==> src/rtl/lut_decoder_scoreboard_if.sv <==
// Handshake and result bus for the LUT decoder scoreboard.
// The master drives run control and checker results; the slave returns
// FSM status, counters, first-error capture and per-lane stickies.
interface lut_decoder_scoreboard_if #(
  parameter int unsigned WCNT = 32
) ();
  logic            start;
  logic            stop;
  logic            chk_valid;
  logic [3:0]      err_vec;
  logic [3:0]      war_vec;

  logic [1:0]      state;
  logic            busy;
  logic            done;
  logic            abort;
  logic [WCNT-1:0] sample_cnt;
  logic [WCNT-1:0] pass_cnt;
  logic [WCNT-1:0] war_cnt;
  logic [WCNT-1:0] err_cnt;
  logic            first_err_vld;
  logic [WCNT-1:0] first_err_idx;
  logic [3:0]      first_err_vec;
  logic [3:0]      err_sticky;
  logic [3:0]      war_sticky;

  modport master (
    output start, stop, chk_valid, err_vec, war_vec,
    input  state, busy, done, abort, sample_cnt, pass_cnt, war_cnt, err_cnt,
           first_err_vld, first_err_idx, first_err_vec, err_sticky, war_sticky
  );

  modport slave (
    input  start, stop, chk_valid, err_vec, war_vec,
    output state, busy, done, abort, sample_cnt, pass_cnt, war_cnt, err_cnt,
           first_err_vld, first_err_idx, first_err_vec, err_sticky, war_sticky
  );
endinterface

==> src/rtl/lut_decoder_scoreboard.sv <==
// Scoreboard for a 4-lane LUT decoder checker: classifies each checker
// result as error / warning / pass, keeps saturating counters, captures the
// first error and per-lane stickies, and aborts after MAX_ERR errors.
// The bus interface must be instantiated with the same WCNT as this module.
//
// state | meaning
// IDLE  | after reset, waiting for start
// RUN   | counting samples
// DONE  | run ended by stop, results held
// ABORT | run ended by reaching MAX_ERR errors, results held
module lut_decoder_scoreboard #(
  parameter int unsigned WCNT    = 32,
  parameter int unsigned MAX_ERR = 16
) (
  input  logic                      clk,
  input  logic                      srst,
  lut_decoder_scoreboard_if.slave   bus
);

  typedef enum logic [1:0] {
    IDLE  = 2'b00,
    RUN   = 2'b01,
    DONE  = 2'b10,
    ABORT = 2'b11
  } state_e;

  // Extra bit so a MAX_ERR above the counter range can never match.
  localparam logic [WCNT:0] MAX_ERR_W = (WCNT+1)'(MAX_ERR);

  state_e          state_q, state_d;
  logic [WCNT-1:0] sample_cnt_q, sample_cnt_d;
  logic [WCNT-1:0] pass_cnt_q, pass_cnt_d;
  logic [WCNT-1:0] war_cnt_q, war_cnt_d;
  logic [WCNT-1:0] err_cnt_q, err_cnt_d;
  logic            first_err_vld_q, first_err_vld_d;
  logic [WCNT-1:0] first_err_idx_q, first_err_idx_d;
  logic [3:0]      first_err_vec_q, first_err_vec_d;
  logic [3:0]      err_sticky_q, err_sticky_d;
  logic [3:0]      war_sticky_q, war_sticky_d;

  logic            sample;
  logic            is_err;
  logic            is_war;
  logic            abort_hit;

  function automatic logic [WCNT-1:0] sat_inc(input logic [WCNT-1:0] v);
    return (&v) ? v : v + WCNT'(1);
  endfunction

  // Sample classification, counter/capture updates and next-state selection.
  always_comb begin
    state_d         = state_q;
    sample_cnt_d    = sample_cnt_q;
    pass_cnt_d      = pass_cnt_q;
    war_cnt_d       = war_cnt_q;
    err_cnt_d       = err_cnt_q;
    first_err_vld_d = first_err_vld_q;
    first_err_idx_d = first_err_idx_q;
    first_err_vec_d = first_err_vec_q;
    err_sticky_d    = err_sticky_q;
    war_sticky_d    = war_sticky_q;

    sample    = (state_q == RUN) && bus.chk_valid;
    is_err    = |bus.err_vec;
    is_war    = !is_err && (|bus.war_vec);
    // A saturated err_cnt does not advance, so it cannot re-trigger abort.
    abort_hit = (MAX_ERR != 0) && sample && is_err && !(&err_cnt_q) &&
                (({1'b0, err_cnt_q} + (WCNT+1)'(1)) == MAX_ERR_W);

    if (state_q != RUN) begin
      if (bus.start) begin
        state_d         = RUN;
        sample_cnt_d    = '0;
        pass_cnt_d      = '0;
        war_cnt_d       = '0;
        err_cnt_d       = '0;
        first_err_vld_d = 1'b0;
        first_err_idx_d = '0;
        first_err_vec_d = '0;
        err_sticky_d    = '0;
        war_sticky_d    = '0;
      end
    end else begin
      if (sample) begin
        sample_cnt_d = sat_inc(sample_cnt_q);
        err_sticky_d = err_sticky_q | bus.err_vec;
        war_sticky_d = war_sticky_q | bus.war_vec;
        if (is_err) begin
          err_cnt_d = sat_inc(err_cnt_q);
          if (!first_err_vld_q) begin
            first_err_vld_d = 1'b1;
            first_err_idx_d = sample_cnt_q;
            first_err_vec_d = bus.err_vec;
          end
        end else if (is_war) begin
          war_cnt_d = sat_inc(war_cnt_q);
        end else begin
          pass_cnt_d = sat_inc(pass_cnt_q);
        end
      end
      if (abort_hit) begin
        state_d = ABORT;
      end else if (bus.stop) begin
        state_d = DONE;
      end
    end
  end

  // State and result registers; synchronous reset wins over everything.
  always_ff @(posedge clk) begin
    if (srst) begin
      state_q         <= IDLE;
      sample_cnt_q    <= '0;
      pass_cnt_q      <= '0;
      war_cnt_q       <= '0;
      err_cnt_q       <= '0;
      first_err_vld_q <= 1'b0;
      first_err_idx_q <= '0;
      first_err_vec_q <= '0;
      err_sticky_q    <= '0;
      war_sticky_q    <= '0;
    end else begin
      state_q         <= state_d;
      sample_cnt_q    <= sample_cnt_d;
      pass_cnt_q      <= pass_cnt_d;
      war_cnt_q       <= war_cnt_d;
      err_cnt_q       <= err_cnt_d;
      first_err_vld_q <= first_err_vld_d;
      first_err_idx_q <= first_err_idx_d;
      first_err_vec_q <= first_err_vec_d;
      err_sticky_q    <= err_sticky_d;
      war_sticky_q    <= war_sticky_d;
    end
  end

  assign bus.state         = state_q;
  assign bus.busy          = (state_q == RUN);
  assign bus.done          = (state_q == DONE);
  assign bus.abort         = (state_q == ABORT);
  assign bus.sample_cnt    = sample_cnt_q;
  assign bus.pass_cnt      = pass_cnt_q;
  assign bus.war_cnt       = war_cnt_q;
  assign bus.err_cnt       = err_cnt_q;
  assign bus.first_err_vld = first_err_vld_q;
  assign bus.first_err_idx = first_err_idx_q;
  assign bus.first_err_vec = first_err_vec_q;
  assign bus.err_sticky    = err_sticky_q;
  assign bus.war_sticky    = war_sticky_q;

endmodule

==> src/flat_wrapper.sv <==
// flat-port wrapper written by rule: the top's interface ports become plain ports
module lut_decoder_scoreboard_flat 
#(
  parameter int unsigned WCNT    = 32,
  parameter int unsigned MAX_ERR = 16
)
  (clk, srst, bus_start, bus_stop, bus_chk_valid, bus_err_vec, bus_war_vec, bus_state, bus_busy, bus_done, bus_abort, bus_sample_cnt, bus_pass_cnt, bus_war_cnt, bus_err_cnt, bus_first_err_vld, bus_first_err_idx, bus_first_err_vec, bus_err_sticky, bus_war_sticky);
  lut_decoder_scoreboard_if #(.WCNT(WCNT)) bus_i ();
  input  logic clk;
  input  logic srst;
  input wire logic [$bits(bus_i.start)-1:0] bus_start;
  input wire logic [$bits(bus_i.stop)-1:0] bus_stop;
  input wire logic [$bits(bus_i.chk_valid)-1:0] bus_chk_valid;
  input wire logic [$bits(bus_i.err_vec)-1:0] bus_err_vec;
  input wire logic [$bits(bus_i.war_vec)-1:0] bus_war_vec;
  output wire logic [$bits(bus_i.state)-1:0] bus_state;
  output wire logic [$bits(bus_i.busy)-1:0] bus_busy;
  output wire logic [$bits(bus_i.done)-1:0] bus_done;
  output wire logic [$bits(bus_i.abort)-1:0] bus_abort;
  output wire logic [$bits(bus_i.sample_cnt)-1:0] bus_sample_cnt;
  output wire logic [$bits(bus_i.pass_cnt)-1:0] bus_pass_cnt;
  output wire logic [$bits(bus_i.war_cnt)-1:0] bus_war_cnt;
  output wire logic [$bits(bus_i.err_cnt)-1:0] bus_err_cnt;
  output wire logic [$bits(bus_i.first_err_vld)-1:0] bus_first_err_vld;
  output wire logic [$bits(bus_i.first_err_idx)-1:0] bus_first_err_idx;
  output wire logic [$bits(bus_i.first_err_vec)-1:0] bus_first_err_vec;
  output wire logic [$bits(bus_i.err_sticky)-1:0] bus_err_sticky;
  output wire logic [$bits(bus_i.war_sticky)-1:0] bus_war_sticky;
  assign bus_i.start = bus_start;
  assign bus_i.stop = bus_stop;
  assign bus_i.chk_valid = bus_chk_valid;
  assign bus_i.err_vec = bus_err_vec;
  assign bus_i.war_vec = bus_war_vec;
  assign bus_state = bus_i.state;
  assign bus_busy = bus_i.busy;
  assign bus_done = bus_i.done;
  assign bus_abort = bus_i.abort;
  assign bus_sample_cnt = bus_i.sample_cnt;
  assign bus_pass_cnt = bus_i.pass_cnt;
  assign bus_war_cnt = bus_i.war_cnt;
  assign bus_err_cnt = bus_i.err_cnt;
  assign bus_first_err_vld = bus_i.first_err_vld;
  assign bus_first_err_idx = bus_i.first_err_idx;
  assign bus_first_err_vec = bus_i.first_err_vec;
  assign bus_err_sticky = bus_i.err_sticky;
  assign bus_war_sticky = bus_i.war_sticky;
  lut_decoder_scoreboard #(.WCNT(WCNT), .MAX_ERR(MAX_ERR)) u_core (.clk(clk), .srst(srst), .bus(bus_i));
endmodule
==> config.mk <==
export PLATFORM = sky130hd
export DESIGN_NAME = lut_decoder_scoreboard_flat
export DESIGN_NICKNAME = d
export VERILOG_FILES = /design/src/rtl/lut_decoder_scoreboard_if.sv /design/src/rtl/lut_decoder_scoreboard.sv /design/src/flat_wrapper.sv
export SDC_FILE = /design/constraint.sdc
export NUM_CORES = 1
export LEC_CHECK = 0
export CAP_MARGIN = 20
export CELL_PAD_IN_SITES_DETAIL_PLACEMENT = 1
export CELL_PAD_IN_SITES_GLOBAL_PLACEMENT = 1
export CORE_MARGIN = 8
export CORE_UTILIZATION = 41
export CTS_BUF_LIST = sky130_fd_sc_hd__clkbuf_4
export CTS_CLUSTER_SIZE = 30
export DETAILED_ROUTE_END_ITERATION = 12
export PLACE_DENSITY_LB_ADDON = 0.1
export SETUP_SLACK_MARGIN = 0.15
export SLEW_MARGIN = 20
export SYNTH_ARGS = -nofsm -noshare
export SYNTH_HDL_FRONTEND = slang
export SYNTH_SLANG_ARGS = --single-unit
==> constraint.sdc <==
create_clock -name clk -period 5 [get_ports clk]
set_input_delay 1 -clock clk [delete_from_list [all_inputs] [get_ports clk]]
set_output_delay 1 -clock clk [all_outputs]
set_load 0.02 [all_outputs]
==> results of run 1 <==
-- critical path, cell delays in order, from the launching register on --
cell and delay [ps]:
dfxtp_1 520, ha_1 340, nand3_1 230, nor3_2 590
nand4_1 290, o21ai_2 730, buf_4 370, nor2_1 80
a31oi_1 170, a211oi_1 70
-- area by class of cell --
cell class                 instances  area, um^2  share of cell area, %
antenna                            1        2.50                 0.0235
clock buffer                      18         135                   1.27
clock inverter                    14         138                   1.30
inverter                           7        26.3                  0.247
multi-input combinational        754        4540                   42.7
sequential                       175        3500                   33.0
tap                              270         338                   3.18
timing repair buffer             197        1950                   18.3
-- power breakdown --
part | leakage, nW | internal (mW) | total [mW] | switching (mW)
clock network | 0.131 | 0.258 | 0.801 | 0.542
logic | 1.90 | 0.0479 | 0.169 | 0.121
registers | 1.41 | 1.40 | 1.41 | 0.00728
total | 3.44 | 1.71 | 2.38 | 0.670
-- path summary, 6_finish.rpt --
kind | startpoint | end | slack, ps | depth (start not counted)
worst min register to register | u_core.bus.war_sticky[1] | u_core.bus.war_sticky[1] | 490 | 2
worst min-delay path | u_core.bus.war_sticky[1] | u_core.bus.war_sticky[1] | 490 | 2
worst max register to register | u_core.bus.err_cnt[0] | u_core.bus.err_cnt[12] | 1490 | 9
worst max-delay path | u_core.bus.err_cnt[0] | u_core.bus.err_cnt[12] | 1490 | 9
-- sequential cells by signal, summed over array words and instances, names as in the netlist --
name	flops
u_core.bus.err_cnt	32
u_core.bus.err_sticky	4
u_core.bus.first_err_idx	32
u_core.bus.first_err_vec	4
u_core.bus.first_err_vld	1
u_core.bus.pass_cnt	32
u_core.bus.sample_cnt	32
u_core.bus.state	2
u_core.bus.war_cnt	32
u_core.bus.war_sticky	4
-- synthesized netlist by cell type (all sizes together), types with 2 or more instances --
library cell / number / area share [%]
ha: 4 / 0.60
nor4: 10 / 1.0
nand2b: 2 / 0.18
xnor2: 34 / 3.6
and4: 17 / 1.8
nand2: 52 / 2.4
a21oi: 64 / 3.9
a211oi: 13 / 1.3
or3: 21 / 1.6
nand3b: 7 / 0.63
a22oi: 39 / 3.5
a31oi: 9 / 0.86
nor2b: 5 / 0.38
nor3: 23 / 1.9
nor2: 176 / 8.0
or4: 9 / 0.86
inv: 7 / 0.32
o21a: 2 / 0.20
nand4: 40 / 3.0
a2111oi: 2 / 0.29
and3: 27 / 2.0
nor3b: 3 / 0.27
a311oi: 2 / 0.21
mux2i: 3 / 0.36
clkbuf: 37 / 1.7
xor2: 60 / 6.3
o21ai: 34 / 2.1
and2: 19 / 1.4
nand4b: 6 / 0.63
a41oi: 3 / 0.32
nand3: 59 / 3.7
buf: 19 / 1.3
dfxtp: 175 / 42
-- per-layer routing --
layer  vias to the layer above  GRT usage (%)  routed length, um
met2                       135           35.2              12400
met5                         -              0                  0
met4                         0           4.54                265
met1                      3844           26.5              12100
li1                       3855              -                  -
met3                        17           5.84               1460
-- stage by stage --
step	area [um^2]	utilization [%]	power [mW]	std cells	hold WS [ps]
floorplan	8300	-	1.54	992	570
global placement	10300	51.6	1.61	1403	448
detailed placement	10300	51.6	1.61	1403	455
CTS	10600	53.0	2.41	1435	489
global route	10600	53.0	2.49	1436	530
finish	10600	53.0	2.38	1436	486
-- cells by family after synthesis --
family | Yosys count | share of synthesized area, %
buffers and inverters | 63 | 3.35
muxes | 3 | 0.362
adders and majority gates | 4 | 0.603
DFF | 175 | 42.2
AOI/OAI and AO/OA | 175 | 13.6
and+or+nand+nor | 478 | 30.0
xor gates and xnor gates | 94 | 9.92
==> results.yml, run 1 <==
grt:
  grt_usage_pct: 21.0
  grt_pass1_vias: 7799
  grt_max_degree: 79
  antenna_found_initial: 1
  grt_pass1_wl_mm: 42.3
  overflow: 0
sta:
  finClkSkew_ps: 32.7
  setup_slack_ps: 1490
  final_hold_viol_count: 0
  slew_violations: 0
  finalCritPeriodShare_pct: 70.3
  setup_viol: 0
  tns_ps: 0
  max_freq_ghz: 0.285
  max_slew.worst_pin.slew_ps: 932
  period_minus_slack_ps: 3510
  slew-limit-headroom_pct: 37.8
  rsz0062_at_grt: "no"
cts:
  cts.sinks: 175
  postCtsResizedCells: 0
  cts_inserted_buffers: 17
  cts_tree: "built"
  path_clk_slew_ps: 150
  cts_hold_buf: 0
  htreeDepth: 4
  worstSkewPairLatency_ps: 590
  clockRootBuffer: "clkbuf_4"
  clk_path_buf_depth: 2
  post_cts_buffers: 0
drt:
  dr.first_iter.drc_count: 273
  vias_per_cell: 5.47
  firstDrtPassIters: 4
  wl_mm: 26.2
  route.detailed.drc: 0
  vias: 7851
  ant_nets: 0
  wl_per_cell_um: 18.3
synth:
  yosys_register_bits: 175
  syn_avg_cell_area_um2: 8.36
  synth-edff-count: 0
  syn_nets: 1009
  syn_area_um2: 8300
  synth-async-reset-ratio_pct: 0
  ys.warnings.count: 0
  synth_cells: 992
  yosysUniqueCellTypes: 63
  synth-main-ff-cell: "dfxtp_1"
  ys_seq_area_share_pct: 42.2
layout:
  nets: 1169
  nFillCells: 2439
  final_common_cell: "clkdlybuf4s50_1"
  area_delta_synth_final_pct: 28.1
  layout_common_cells: "clkdlybuf4s50_1 (189), dfxtp_1 (175), nor2_1 (173)"
  drive_gt1_share_pct: 5.84
placement:
  place.gp.congestion: 0.799
  pre_cts_ws_ps: 1300
  port_buffers: 190
  hpwl_mm: 18.7
critical_path:
  cp_max_fo: 20
  criticalPathCategory: "flip-flop to flip-flop"
  cp-start-kind: "flip-flop"
  worstPathArrival_ps: 3960
  end_kind: "flip-flop"
  required_ps: 5440
floorplanning:
  coreArea_um2: 20000
  die_w_um: 158
  ios: 191
  die_h_um: 158
  dieArea_um2: 25000
  start_util_pct: 41.4
  num_rows: 52
pwr:
  ir_drop_v: 0.000122
  powerDensity_nw_per_um2: 224
  power.leakage_nw: 3.44
status:
  status: "complete, no violations"
hold_path:
  min_path_type: "flip-flop to flip-flop"
job:
  cap_violations: 0
(Power assumes the default switching activity.)
==> run 2: changes to the inputs <==
--- a/config.mk
+++ b/config.mk
@@ -9,7 +9,7 @@
 export CELL_PAD_IN_SITES_DETAIL_PLACEMENT = 1
 export CELL_PAD_IN_SITES_GLOBAL_PLACEMENT = 1
 export CORE_MARGIN = 8
-export CORE_UTILIZATION = 41
+export CORE_UTILIZATION = 35
 export CTS_BUF_LIST = sky130_fd_sc_hd__clkbuf_4
 export CTS_CLUSTER_SIZE = 30
 export DETAILED_ROUTE_END_ITERATION = 12
==> constraint.sdc (replaced) <==
create_clock -name clk -period 3.1 [get_ports clk]
set_input_delay 0.62 -clock clk [delete_from_list [all_inputs] [get_ports clk]]
set_output_delay 0.62 -clock clk [all_outputs]
set_load 0.02 [all_outputs]
==> run 2 against run 1 <==
Net effect:
- sequential power up 61%
- via count rose by 2.9%
- power increased by 71%
- die area is 15% higher
- clock power is 84% higher
- non-clock buffer count is 45 higher
- flip-flop and latch count stayed put
- critical endpoint is now bus_busy
==> results.yml, run 2 (same netlist as run 1, synthesis figures left out) <==
status:
  status: "complete, no violations"
sta:
  slew_violations: 0
  setup_viol: 0
  finalCritPeriodShare_pct: 88.8
  period_minus_slack_ps: 2750
  max_freq_ghz: 0.363
  tns_ps: 0
  slew-limit-headroom_pct: 53.0
  rsz0062_at_grt: "no"
  finClkSkew_ps: 36.5
  max_slew.worst_pin.slew_ps: 687
  final_hold_viol_count: 0
pwr:
  powerDensity_nw_per_um2: 365
  ir_drop_v: 0.000183
  power.leakage_nw: 3.72
critical_path:
  cp_max_fo: 12
  path_cells: "nand2b_2 -> inv_2 -> clkdlybuf4s50_1"
  crit_family: "buffers and inverters"
  critPathSlowestCell: "clkdlybuf4s50_1"
  worstPathArrival_ps: 2130
  cp_slowest_stage_delay_ps: 680
  end_kind: "output pin"
  required_ps: 2480
  cp_num_buf_inv: 2
  criticalPathCategory: "flip-flop to output pin"
  cp-start-kind: "flip-flop"
grt:
  grt_max_degree: 61
  grt_pass1_vias: 8052
  overflow: 0
  grt_pass1_wl_mm: 44.1
  grt_usage_pct: 18.8
  antenna_found_initial: 1
drt:
  vias: 8076
  vias_per_cell: 5.28
  firstDrtPassIters: 4
  wl_mm: 27.5
  wl_per_cell_um: 18.0
  route.detailed.drc: 0
  dr.first_iter.drc_count: 381
  ant_nets: 0
floorplanning:
  ios: 191
  start_util_pct: 35.5
  dieArea_um2: 28900
  coreArea_um2: 23400
  die_h_um: 170
  num_rows: 56
  die_w_um: 170
cts:
  htreeDepth: 4
  cts.sinks: 175
  cts_hold_buf: 0
  cts_tree: "built"
  worstSkewPairLatency_ps: 580
  clk_path_buf_depth: 2
  clockRootBuffer: "clkbuf_4"
  path_clk_slew_ps: 170
  cts_inserted_buffers: 17
layout:
  drive_gt1_share_pct: 9.51
  nets: 1214
  final_cells: 1529
  nFillCells: 2792
  multiInputGateArea_um2: 4540
  area_delta_synth_final_pct: 34.2
  seqCellArea_um2: 3500
  final_common_cell: "clkdlybuf4s50_1"
  layout_common_cells: "clkdlybuf4s50_1 (189), dfxtp_1 (175), nor2_1 (172)"
hold_path:
  min_path_type: "input pin to flip-flop"
placement:
  placed_cells: 1497
  hpwl_mm: 20.1
  place.gp.congestion: 0.779
  port_buffers: 190
job:
  cap_violations: 0
==> run 2: what timing repair did <==
item                                    CTS  global route
resized for setup                         0             3
endpoints found under the setup margin    0            27
buffers inserted                          0             0
==> run 2: metrics by stage <==
stage | cell area [um^2] | hold WS (ps) | worst slack [ps] | util, % | power, mW
after global routing | 11100 | 397 | 176 | 47.6 | 4.23
after global placement | 10800 | 447 | 64.6 | 46.2 | 2.64
after CTS | 11100 | 397 | 266 | 47.5 | 4.13
after detailed placement | 10800 | 459 | 2.77 | 46.2 | 2.65
after floorplan | 8300 | 570 | 615 | - | 2.48
final | 11100 | 435 | 346 | 47.6 | 4.06
==> run 2: path summary, 6_finish.rpt <==
path | startpoint | endpoint | slack, ps | depth (start not counted)
min reg2reg | u_core.bus.err_sticky[3] | u_core.bus.err_sticky[3] | 490 | 2
max reg2reg | u_core.bus.err_cnt[13] | u_core.bus.state[1] | 360 | 7
max | u_core.bus.state[0] | bus_busy | 350 | 3
min | srst | u_core.bus.err_cnt[0] | 430 | 2
==> run 2: power by group <==
| group | total, mW | internal, mW | leakage [nW] | switching [mW] |
|---|---|---|---|---|
| Sequential | 2.27 | 2.26 | 1.41 | 0.0112 |
| Clock | 1.47 | 0.585 | 0.164 | 0.888 |
| Combinational | 0.318 | 0.112 | 2.15 | 0.206 |
==> run 2: final cells by class <==
type / count / share of cell area (%)
antenna: 1 / 0.0225
clock buffer: 18 / 1.21
clock inverter: 13 / 1.58
inverter: 7 / 0.236
multi-input combinational: 754 / 40.8
sequential: 175 / 31.5
tap: 319 / 3.58
timing repair buffer: 242 / 21.1
==> run 2: layer usage <==
layer | up-vias | GRT usage [%] | wire length [um]
li1 | 3946 | - | -
met1 | 3958 | 24.1 | 12700
met2 | 158 | 31.3 | 13000
met3 | 14 | 4.98 | 1580
met4 | 0 | 4.04 | 201
met5 | - | 0 | 0
==> run 3: changes to the inputs <==
--- a/config.mk
+++ b/config.mk
@@ -8,7 +8,6 @@
 export CAP_MARGIN = 20
 export CELL_PAD_IN_SITES_DETAIL_PLACEMENT = 1
 export CELL_PAD_IN_SITES_GLOBAL_PLACEMENT = 1
-export CORE_MARGIN = 8
 export CORE_UTILIZATION = 35
 export CTS_BUF_LIST = sky130_fd_sc_hd__clkbuf_4
 export CTS_CLUSTER_SIZE = 30
==> run 3 against run 2 <==
Net effect:
- global-route usage increased by 2.9 points
- count of clock-buffer cells in the layout decreased by 1
- clock power decreased by 12%
- critical path type is now flip-flop to flip-flop
==> results.yml, run 3 (same netlist as run 1, synthesis figures left out) <==
cts:
  cts.sinks: 175
  cts_tree: "built"
  worstSkewPairLatency_ps: 570
  cts_hold_buf: 0
  clk_path_buf_depth: 2
  htreeDepth: 4
  path_clk_slew_ps: 160
  cts_inserted_buffers: 17
  clockRootBuffer: "clkbuf_4"
drt:
  ant_nets: 0
  wl_mm: 25.9
  firstDrtPassIters: 4
  vias_per_cell: 5.27
  route.detailed.drc: 0
  dr_wl_met2_mm: 12.1
  top_layer: "met4"
  vias: 8021
  wl_met1_mm: 12.4
  dr.first_iter.drc_count: 315
  wl_per_cell_um: 17.0
  met3WireLength_mm: 1.16
critical_path:
  cp_max_fo: 9
  worstPathArrival_ps: 3180
  required_ps: 3600
  end_kind: "flip-flop"
  cp-start-kind: "flip-flop"
  criticalPathCategory: "flip-flop to flip-flop"
sta:
  setup_viol: 0
  tns_ps: 0
  fin_hold_ws_ps: 485
  max_freq_ghz: 0.372
  final_hold_viol_count: 0
  rsz0062_at_grt: "yes"
  period_minus_slack_ps: 2690
  finalCritPeriodShare_pct: 86.7
  slew_violations: 0
  slew-limit-headroom_pct: 57.6
  max_slew.worst_pin.slew_ps: 637
  finClkSkew_ps: 32.4
grt:
  grt_usage_pct: 21.7
  grt_pass1_vias: 7927
  antenna_found_initial: 3
  grt_max_degree: 48
  overflow: 0
  grt_pass1_wl_mm: 42.4
floorplanning:
  num_rows: 55
  coreArea_um2: 22900
  die_h_um: 156
  die_w_um: 156
  ios: 191
  start_util_pct: 36.2
  dieArea_um2: 24300
layout:
  drive_gt1_share_pct: 9.36
  utilization_pct: 48.3
  nets: 1211
  final_common_cell: "clkdlybuf4s50_1"
  layout_common_cells: "clkdlybuf4s50_1 (188), nor2_1 (173), dfxtp_1 (173)"
  area_delta_synth_final_pct: 33.4
pwr:
  total_power_mw: 3.87
  ir_drop_v: 0.000176
  powerDensity_nw_per_um2: 350
  power.leakage_nw: 3.72
placement:
  port_buffers: 190
  place.gp.congestion: 0.762
  hpwl_mm: 18.8
status:
  status: "complete, no violations"
hold_path:
  min_path_type: "flip-flop to flip-flop"
job:
  cap_violations: 0
[run 3: routing by layer]
layer  global-route usage [%]  up-vias
met1                     28.4     3908
met2                     36.4      148
li1                         -     3947
met5                        0        -
met4                     5.18        0
met3                     4.58       18
[run 3: power by group]
part           total (mW)  switching, mW  internal (mW)
clock                1.29          0.928          0.357
combinational       0.311          0.204          0.107
sequential           2.27         0.0103           2.26
total                3.87           1.14           2.73
[run 3: metrics by stage]
step,setup WS [ps],instances,instance area [um^2]
3_3_place_gp,45.2,1487,10800
2_1_floorplan,615,992,8300
6_report,413,1523,11100
4_1_cts,214,1519,11000
5_1_grt,95.9,1523,11100
3_5_place_dp,-12.7,1487,10800
[run 3: area by class of cell]
| class | instances | area (um^2) |
|---|---|---|
| Clock buffer | 17 | 128 |
| Multi-Input combinational cell | 754 | 4540 |
| Clock inverter | 15 | 141 |
| Inverter | 7 | 26.3 |
| Sequential cell | 175 | 3510 |
| Antenna cell | 3 | 7.51 |
| Tap cell | 313 | 392 |
| Fill cell | 2720 | 11900 |
| Timing Repair Buffer | 239 | 2330 |
[run 3: path summary, 6_finish.rpt]
| check | slack (ps) | depth (start not counted) | endpoint | start |
|---|---|---|---|---|
| worst max-delay path | 410 | 9 | u_core.bus.state[0] | u_core.bus.err_cnt[0] |
| worst min-delay path | 490 | 2 | u_core.bus.war_sticky[0] | u_core.bus.war_sticky[0] |
| worst max register to register | 410 | 9 | u_core.bus.state[0] | u_core.bus.err_cnt[0] |
| worst min register to register | 490 | 2 | u_core.bus.war_sticky[0] | u_core.bus.war_sticky[0] |
[run 3: timing repair]
action                                  CTS  global route
buffers inserted                          0             1
endpoints found under the setup margin    0             3
gates resized for setup                   0             4
[run 3: worst max-delay path, cell delays in order (launching register included)]
cell and delay [ps]:
dfxtp_1 370, ha_1 310, nand3_1 240, nor3_2 270, buf_4 220, and4_1 210
o22ai_1 90, nor4_1 410, nand4_1 290, a31oi_1 240
